$ cat config.mk
export PLATFORM = sky130hd
export DESIGN_NAME = pipelined_carry_select_adder
export DESIGN_NICKNAME = d
export VERILOG_FILES = /design/src/rtl/pipelined_carry_select_adder.sv
export SDC_FILE = /design/constraint.sdc
export NUM_CORES = 1
export LEC_CHECK = 0
export ABC_AREA = 1
export CAP_MARGIN = 25
export CORE_ASPECT_RATIO = 1.1
export CORE_MARGIN = 1.5
export CORE_UTILIZATION = 56
export CTS_CLUSTER_DIAMETER = 120
export DETAILED_ROUTE_END_ITERATION = 16
export PLACE_DENSITY = 0.91
export SLEW_MARGIN = 20
export SYNTH_ARGS = -nofsm -noshare
export SYNTH_HDL_FRONTEND = slang
export SYNTH_SLANG_ARGS = --single-unit
$ cat constraint.sdc
create_clock -name clk -period 2.9 [get_ports clk]
set_clock_uncertainty 0.05 [all_clocks]
set_input_delay 0.435 -clock clk [delete_from_list [all_inputs] [get_ports clk]]
set_output_delay 0.435 -clock clk [all_outputs]
set_load 0.005 [all_outputs]
$ cat src/rtl/pipelined_carry_select_adder.sv
// Pipelined carry-select adder/subtractor with a valid/ready handshake.
// Each stage resolves WIDTH/BLOCK/STAGES carry-select blocks and registers the
// carry at its upper boundary. The final stage register is the output register.
module pipelined_carry_select_adder #(
  parameter int WIDTH  = 32,
  parameter int BLOCK  = 8,
  parameter int STAGES = 4
) (
  input  logic             clk,
  input  logic             rst_n,
  input  logic             in_valid,
  output logic             in_ready,
  input  logic [WIDTH-1:0] a,
  input  logic [WIDTH-1:0] b,
  input  logic             cin,
  input  logic             sub,
  output logic             out_valid,
  input  logic             out_ready,
  output logic [WIDTH-1:0] sum,
  output logic             c_out,
  output logic             ovf
);

  localparam int NBLK = WIDTH / BLOCK;
  localparam int BPS  = NBLK / STAGES;

  generate
    if (WIDTH < 2 || BLOCK < 1 || (WIDTH % BLOCK) != 0 ||
        STAGES < 1 || (NBLK % STAGES) != 0) begin : g_bad_params
      $error("pipelined_carry_select_adder: illegal WIDTH/BLOCK/STAGES combination");
    end
  endgenerate

  // Handshake: a transfer happens on a rising edge where valid && ready are
  // both high, on either port. Stage s loads when it is empty or when every
  // stage downstream of it moves this cycle (free[s]); in_ready is free[0],
  // so it depends combinationally on out_ready. There is no skid buffer.

  // Stage registers; the operand registers carry the not-yet-consumed bits.
  logic [STAGES-1:0] v_q;
  logic [WIDTH-1:0]  a_q [STAGES];
  logic [WIDTH-1:0]  b_q [STAGES];
  logic [WIDTH-1:0]  s_q [STAGES];
  logic              c_q [STAGES];
  logic              ovf_q;

  // Per-stage combinational view: what enters stage s and what it produces.
  logic              op_v [STAGES];
  logic [WIDTH-1:0]  op_a [STAGES];
  logic [WIDTH-1:0]  op_b [STAGES];
  logic [WIDTH-1:0]  op_s [STAGES];
  logic              op_c [STAGES];
  logic [WIDTH-1:0]  nx_s [STAGES];
  logic              nx_c [STAGES];
  logic              ovf_nx;
  logic [STAGES-1:0] free;

  // Stage s may load if out_ready or any stage from s to the output is empty.
  always_comb begin
    free = '0;
    for (int s = 0; s < STAGES; s++) begin
      free[s] = out_ready;
      for (int t = s; t < STAGES; t++) begin
        if (!v_q[t]) free[s] = 1'b1;
      end
    end
  end

  // Carry-select arithmetic: each block forms both candidate sums and the
  // incoming carry picks one; the selected block carry ripples to the next.
  always_comb begin
    logic [BLOCK:0] cand0;
    logic [BLOCK:0] cand1;
    logic           carry;
    cand0  = '0;
    cand1  = '0;
    carry  = 1'b0;
    op_v[0] = in_valid;
    op_a[0] = a;
    op_b[0] = sub ? ~b : b;
    op_s[0] = '0;
    op_c[0] = sub | cin;
    for (int s = 1; s < STAGES; s++) begin
      op_v[s] = v_q[s-1];
      op_a[s] = a_q[s-1];
      op_b[s] = b_q[s-1];
      op_s[s] = s_q[s-1];
      op_c[s] = c_q[s-1];
    end
    for (int s = 0; s < STAGES; s++) begin
      carry   = op_c[s];
      nx_s[s] = op_s[s];
      for (int j = 0; j < NBLK; j++) begin
        if ((j / BPS) == s) begin
          cand0 = {1'b0, op_a[s][j*BLOCK +: BLOCK]} + {1'b0, op_b[s][j*BLOCK +: BLOCK]};
          cand1 = {1'b0, op_a[s][j*BLOCK +: BLOCK]} + {1'b0, op_b[s][j*BLOCK +: BLOCK]}
                + {{BLOCK{1'b0}}, 1'b1};
          nx_s[s][j*BLOCK +: BLOCK] = carry ? cand1[BLOCK-1:0] : cand0[BLOCK-1:0];
          carry = carry ? cand1[BLOCK] : cand0[BLOCK];
        end
      end
      nx_c[s] = carry;
    end
    // Signed overflow uses the already-inverted b, so it covers subtraction.
    ovf_nx = (op_a[STAGES-1][WIDTH-1] == op_b[STAGES-1][WIDTH-1]) &&
             (nx_s[STAGES-1][WIDTH-1] != op_a[STAGES-1][WIDTH-1]);
  end

  // Stage registers advance when free; data only loads with a valid item,
  // so a stalled output holds its value and bubbles carry no new data.
  always_ff @(posedge clk or negedge rst_n) begin
    if (!rst_n) begin
      v_q   <= '0;
      ovf_q <= 1'b0;
      for (int s = 0; s < STAGES; s++) begin
        a_q[s] <= '0;
        b_q[s] <= '0;
        s_q[s] <= '0;
        c_q[s] <= 1'b0;
      end
    end else begin
      for (int s = 0; s < STAGES; s++) begin
        if (free[s]) begin
          v_q[s] <= op_v[s];
          if (op_v[s]) begin
            a_q[s] <= op_a[s];
            b_q[s] <= op_b[s];
            s_q[s] <= nx_s[s];
            c_q[s] <= nx_c[s];
          end
        end
      end
      if (free[STAGES-1] && op_v[STAGES-1]) ovf_q <= ovf_nx;
    end
  end

  assign in_ready  = free[0];
  assign out_valid = v_q[STAGES-1];
  assign sum       = s_q[STAGES-1];
  assign c_out     = c_q[STAGES-1];
  assign ovf       = ovf_q;

endmodule

== Yosys cells after proc, flatten, opt, wreduce, memory -nomap -nowiden ==
Cells that the tools add are included.

* Output and inout bits: 36
* Logic and storage cells: 56
* Register bits after elaboration: 281

* Add/subtract/negate cells: 8
* Reduce and logical (&&, ||, !) cells: 6
* Bitwise gates (word level): 2
* Mux-type cells: 19
* Equality and inequality tests: 2

{| class="wikitable"
|+ Operators by type and width
! kind !! number
|-
| $add 8x8->9 || 4
|-
| $add 9x1->9 const B || 4
|-
| $mux 32 || 1
|-
| $mux 8 || 4
|-
| $not 32->32 || 1
|-
| $mux 1 || 14
|-
| $reduce_and 2->1 || 4
|-
| $logic_and 1x1->1 || 2
|-
| $eq 1x1->1 || 1
|-
| $ne 1x1->1 || 1
|-
| $or 1x1->1 || 1
|}

== Depth between registers and ports, before layout ==
Gate-level depths: netlist (run 1).

* Depth after elaboration: 5
* Depth in mapped cells: 17
* Depth with buffers taken out: 15

== Worst setup path after synthesis (run 1) ==
Ideal clock, no wire load.

* Path type: in2reg
* From: input sub
* To: register c_q[3] (netlist name)
* Data required time: 2.732 ns
* Path slack: 0.118 ns
* Arrival time: 2.614 ns
* Stages: 17
* Buffers on the path: 2
* Path through: buf_4 buf_2 xor2_1 ha_1 inv_1 fa_1 inv_1 ha_1 nand2_1 nor2_1 nand3_1 nor2_2 nand3_1 nor2_1 nand2_1 nand3_1 nand2_1

* Longest elaborated chain between the ends: 4
* Elaborated cells between the ends (all ways): 5
* Classes of those cells: add/sub (2); mux (2); bitwise (1)

{| class="wikitable"
|+ Ends and longest elaborated chain
! item !! line !! text
|-
| from (decl) || 16 || <nowiki>input logic sub,</nowiki>
|-
| $mux 32 || 80 || <nowiki>op_b[0] = sub ? ~b : b;</nowiki>
|-
| $add 8x8->9 || 95, 96 ||
|-
| $add 9x1->9 || 97 || <nowiki>+ {{BLOCK{1'b0}}, 1'b1};</nowiki>
|-
| $mux 1 (*) || 99 || <nowiki>carry = carry ? cand1[BLOCK] : cand0[BLOCK];</nowiki>
|-
| to (signal, indexed assignment) || 129 || <nowiki>c_q[s] <= nx_c[s];</nowiki>
|-
| to (decl) || 44 || <nowiki>logic c_q [STAGES];</nowiki>
|}

Every way passes the cells marked *; elsewhere a longest branch is shown, timed or not.
A chain may end at the register's enable or synchronous reset.

== Worst setup path in the final report (run 1) ==
* From: input b[0]
* To: register c_q[3] (netlist name)

* Longest elaborated chain between the ends: 5

{| class="wikitable"
|+ Ends and longest elaborated chain
! item !! line !! text
|-
| from (decl) || 14 || <nowiki>input logic [WIDTH-1:0] b,</nowiki>
|-
| $not 32->32 || 80 ||
|-
| $mux 32 (*) || 80 ||
|-
| $add 8x8->9 (*) || 95, 96 ||
|-
| $add 9x1->9 || 97 ||
|-
| $mux 1 (*) || 99 ||
|}

Marks and branches as above.

==> results of run 1 <==
[area by class of cell]
class | count | share of cell area, %
Inverter | 117 | 3.968
Multi-Input combinational cell | 782 | 35.93
Tap cell | 204 | 2.306
Sequential cell | 185 | 41.83
Timing Repair Buffer | 119 | 10.77
Clock buffer | 20 | 4.217
Clock inverter | 12 | 0.9835
[report_power, final]
| part | internal, mW | total (mW) | switching [mW] | leakage, nW |
|---|---|---|---|---|
| registers | 3.36 | 3.81 | 0.451 | 2.30 |
| clock network | 1.19 | 2.24 | 1.04 | 0.279 |
| logic | 1.36 | 3.12 | 1.76 | 3.05 |
| total | 5.91 | 9.16 | 3.25 | 5.63 |
[layer usage]
metal	global-route usage, %	vias up	part of all wire (%)
li1	-	3745	-
met1	29.94	3471	45
met2	37.65	215	48
met3	4.437	49	4.8
met4	8.270	0	2.5
met5	0	-	0
[tightest hold or removal path: stages, from the launching register on]
cell and delay, ns:
dfrtp_1 0.34, nand2_1 0.06, nand2_1 0.04
[cells by family (layout without fill, tap and decap cells)]
family	Yosys count	in the layout	share of synthesized area, %
buf+inv	158	268	7.198
simple gates	546	546	24.24
flops	185	185	49.97
xor+xnor	47	47	4.443
compound gates	149	149	8.427
fa+ha+maj	40	40	5.726
[cells in the final DEF, fill, tap and decap left out, types with 2 or more instances in the layout]
master and n:
clkinv_4 3, inv_1 112, inv_2 5, dfrtp_1 185, inv_6 4, o21ai_1 19, nand4_1 14, nand3b_1 8
clkbuf_8 3, fa_1 4, nand2_2 3, xnor2_1 19, o31ai_1 2, nand3_1 50, ha_1 36, a21oi_2 2
clkdlybuf4s50_1 103, nor2_2 12, a21oi_1 17, clkinvlp_4 2, nor2_4 2, nor2_1 31, o21a_1 3, o211ai_1 2
o21ai_0 98, clkbuf_16 17, o22ai_1 4, buf_4 10, nand2_1 419, xor2_1 28, or2_1 2, buf_12 3
[flip-flops by register name, summed over array words and instances (netlist names)]
register,cells
a_q,48
b_q,48
c_out,1
c_q,3
nx_s,48
ovf,1
sum,32
v_q,4
[final timing paths]
path	start	to	slack [ns]	depth (start not counted)
setup / recovery	b[0]	c_q[3]	0.31	16
hold / removal	sum[11]	sum[11]	0.42	2
setup reg to reg	b_q[80]	c_q[1]	0.45	12
hold reg to reg	sum[11]	sum[11]	0.42	2
max in group asynchronous	rst_n	b_q[109]	1.50	3
min in group asynchronous	rst_n	a_q[93]	0.50	2
[per-stage QoR]
stage | hold slack [ns] | instance area [µm²] | instances
global route | 0.4468 | 11070 | 1439
detailed placement | 0.4083 | 10480 | 1406
global placement | 0.4029 | 10480 | 1406
floorplan | 0.08941 | 9265 | 1125
finish | 0.4225 | 11070 | 1439
CTS | 0.4256 | 11070 | 1439
==> out/metrics.cfg, run 1 <==
[run_status]
status = finished, final reports clean

[global_route]
grt_pass1_wl_mm = 31.73
overflow = 0
antenna_found_initial = 0
grt_max_degree = 86
grt_pass1_vias = 6956
grt_use_total_pct = 22.67

[yosys]
syn_avg_cell_area_um2 = 8.236
seq_area_frac_synth_pct = 49.97
synth_most_common_cell = nand2_1
synth-main-ff-cell = dfrtp_1
ys.warnings.count = 0
yosys.area.top_type = dfrtp_1
yosys.cell_types.count = 36
synth-seq-cells = 185
syn_area_um2 = 9265
syn_nets = 1235
async_reset_ff_share_pct = 100.0
synthTopCellsByCount = 420 x nand2_1, 185 x dfrtp_1, 112 x inv_1, 98 x o21ai_0, 50 x nand3_1
synth_area_leaders = dfrtp_1 50%, nand2_1 17%, o21ai_0 5.3%
synthCells = 1125
synth-edff-count = 0
yosysTopAreaCellShare_pct = 49.97

[timing]
fin_ws_ns = 0.3100
fin_crit_ns = 2.590
period_share_pct = 89.31
hold_violations = 0
slew_headroom_pct = 40.86
rsz0062_at_grt = no
slew_viol_final = 0
tightest_slew_ns = 0.8861
setup_tns_ns = 0
setup_viol = 0
fmax_ghz = 0.3861

[floorplanning]
rows = 49
die_area_um2 = 17330
start_util_pct = 57.03
core_area_um2 = 16250
die_h_um = 137.9
ios = 106
fp.dieW_um = 125.6

[final_layout]
layout-drive-gt1-share_pct = 5.992
fin_util_pct = 68.12
antenna_cells = 0
final_nets = 1332
seqCellArea_um2 = 4629
multi_input_area_um2 = 3976
fillers = 1224
syn_to_final_growth_pct = 19.46

[pwr]
leakagePower_nw = 5.625
ir_drop_mv = 0.4840
fin_total_pwr_mw = 9.163
p_per_area_nw_per_um2 = 827.9

[setup_path]
path_buf_inv = 3
critical_path.cell_chain = clkdlybuf4s50_1 > xor2_1 > ha_1 > inv_1 > fa_1 > inv_1 > ha_1 > nand2_1 > nor2_1 > nand3_1 > nor2_2 > nand3_1 > nor2_1 > nand2_1 > nand3_1 > nand2_1
max_stage_delay_ns = 0.47
crit_path_start_kind = primary input
cp_data_arrival_time_ns = 2.86
required_ns = 3.17
crit_slowest_cell = clkdlybuf4s50_1
path_class = primary input to flop
cp_max_fo = 3
crit_family = simple AND/OR/NAND/NOR gates
endpoint_kind = flop

[cts]
ctsResizeCount = 0
clkTransAtPathRegs_ns = 0.07
post_cts_buffers = 0
cts_buffers = 17
cts_tree = yes
clkLatencyLatePin_ns = 0.43
htree_levels = 4
cts-root-buf = clkbuf_16
hold_buffers = 1
ctsLongestPathBuffers = 2
cts.sinks = 185

[route]
drc = 0
vias_per_cell = 5.198
first_pass_iters = 8
num_vias = 7480
routed_wl_mm = 19.05
final_antenna_net_count = 0
wl_per_cell_um = 13.24
first_iter_violations = 540

[place]
pre_cts_ws_ns = -0.1349
hpwl_mm = 13.36
port_buffers = 105
place.gp.congestion = 0.8558

[job]
drv_cap = 0

[hold_path]
hp-class = flop to flop

Power figures use the tool's default switching activity.
==> run 2: changes to the inputs <==
--- a/config.mk
+++ b/config.mk
@@ -7,7 +7,7 @@
 export LEC_CHECK = 0
 export ABC_AREA = 1
 export CAP_MARGIN = 25
-export CORE_ASPECT_RATIO = 1.1
+export CORE_ASPECT_RATIO = 0.75
 export CORE_MARGIN = 1.5
 export CORE_UTILIZATION = 56
 export CTS_CLUSTER_DIAMETER = 120
==> run 2 against run 1 <==
  * Total power rose by 1.3%
  * Hold slack gained 0.00051 ns
  * Non-clock buffer count rose by 1
  * Sequential power hardly changed
  * Sequential share of layout area down 0.17 points
  * Largest power group unchanged
  * Highest routed layer unchanged
==> out/metrics.cfg, run 2 (same netlist as run 1, synthesis figures left out) <==
[run_status]
status = finished, final reports clean

[route]
num_vias = 7575
final_antenna_net_count = 0
wl_per_cell_um = 13.88
first_iter_violations = 666
drc = 0
first_pass_iters = 5
routed_wl_mm = 20.07
vias_per_cell = 5.239

[setup_path]
path_class = primary input to flop
cp_data_arrival_time_ns = 2.97
required_ns = 3.18
cp_max_fo = 3
crit_path_start_kind = primary input
endpoint_kind = flop

[place]
port_buffers = 105
place.gp.congestion = 0.9152
hpwl_mm = 14.05
placed_area_um2 = 10510

[final_layout]
design_area_um2 = 11110
final_common_cell = nand2_1
layout-drive-gt1-share_pct = 6.311
antenna_cells = 0
final_nets = 1333
mostFrequentLayoutCells = 419 x nand2_1, 185 x dfrtp_1, 112 x inv_1, 103 x clkdlybuf4s50_1, 98 x o21ai_0
fillers = 1221
syn_to_final_growth_pct = 19.96

[timing]
hold_violations = 0
fmax_ghz = 0.3725
fin_crit_ns = 2.684
period_share_pct = 92.56
tightest_slew_ns = 0.8744
slew_viol_final = 0
rsz0062_at_grt = no
setup_viol = 0
slew_headroom_pct = 41.64

[floorplanning]
die_area_um2 = 17330
start_util_pct = 57.49
ios = 106
die_h_um = 114.4
fp.dieW_um = 151.5
rows = 40
core_area_um2 = 16120

[pwr]
leakagePower_nw = 5.629
fin_total_pwr_mw = 9.282
p_per_area_nw_per_um2 = 835.2
ir_drop_mv = 0.3546

[cts]
clkLatencyLatePin_ns = 0.45
post_cts_buffers = 0
cts_tree = yes
cts_buffers = 17
ctsLongestPathBuffers = 2
htree_levels = 4
cts.sinks = 185
cts-root-buf = clkbuf_16
clkTransAtPathRegs_ns = 0.07

[hold_path]
hp-class = flop to flop

[job]
drv_cap = 0

[global_route]
grt_pass1_wl_mm = 33.56
overflow = 0
grt_pass1_vias = 6914
antenna_found_initial = 0
grt_max_degree = 77
grt_use_total_pct = 24.74

## run 2: layout make-up
cell class,count,area (µm²),area share (%)
Clock inverter,14,140.1,1.261
Inverter,117,439.2,3.951
Timing Repair Buffer,120,1212,10.91
Clock buffer,18,439.2,3.951
Tap cell,210,262.8,2.364
Sequential cell,185,4629,41.65
Multi-Input combinational cell,782,3991,35.91
## run 2: repair_timing
action | in CTS | in global routing
resized for setup | 0 | 4
setup endpoints to repair | 0 | 1
endpoints found under the hold margin | 61 | 0
hold buffers | 1 | 0
## run 2: worst paths after layout
check                              start        to  slack (ns)  cells past startpoint
worst min register to register  nx_s[23]   sum[23]        0.42                      2
worst min-delay path            nx_s[23]   sum[23]        0.42                      2
worst max register to register   a_q[56]     c_out        0.49                     12
min in group asynchronous          rst_n   sum[11]        0.50                      2
max in group asynchronous          rst_n  a_q[111]        1.52                      3
worst max-delay path                b[0]    c_q[3]        0.22                     16
## run 2: per-layer routing
metal	wire, µm	part of all wire (%)	track usage (%)	vias up
met5	0	0	0	-
met4	306	1.5	7.372	0
li1	-	-	-	3757
met2	8681	43	36.09	256
met1	9889	49	37.45	3530
met3	1190	5.9	4.900	32
## run 2: where the power goes
part,total (mW),switching (mW),internal (mW)
Sequential,3.82,0.458,3.36
Combinational,3.19,1.82,1.37
Clock,2.27,1.05,1.23
## run 2: worst max-delay path, stage by stage
cell             delay, ns
clkdlybuf4s50_1       0.47
xor2_1                0.15
ha_2                  0.20
inv_1                 0.06
fa_1                  0.46
inv_1                 0.07
ha_1                  0.16
nand2_1               0.09
nor2_2                0.16
nand3_2               0.12
nor2_4                0.12
nand3_1               0.11
nor2_1                0.16
nand2_1               0.07
nand3_1               0.07
nand2_1               0.06
## run 2: stage by stage
step / hold WS [ns] / instances / utilization (%) / TNS (ns) / worst slack (ns)
floorplan: 0.08941 / 1125 / - / 0 / 0.1181
global placement: 0.4043 / 1413 / 65.22 / -0.02159 / -0.02159
detailed placement: 0.4078 / 1413 / 65.22 / -0.4369 / -0.1908
CTS: 0.4256 / 1446 / 68.87 / 0 / 0.1630
global route: 0.4376 / 1446 / 68.97 / 0 / 0.005945
finish: 0.4231 / 1446 / 68.97 / 0 / 0.2156
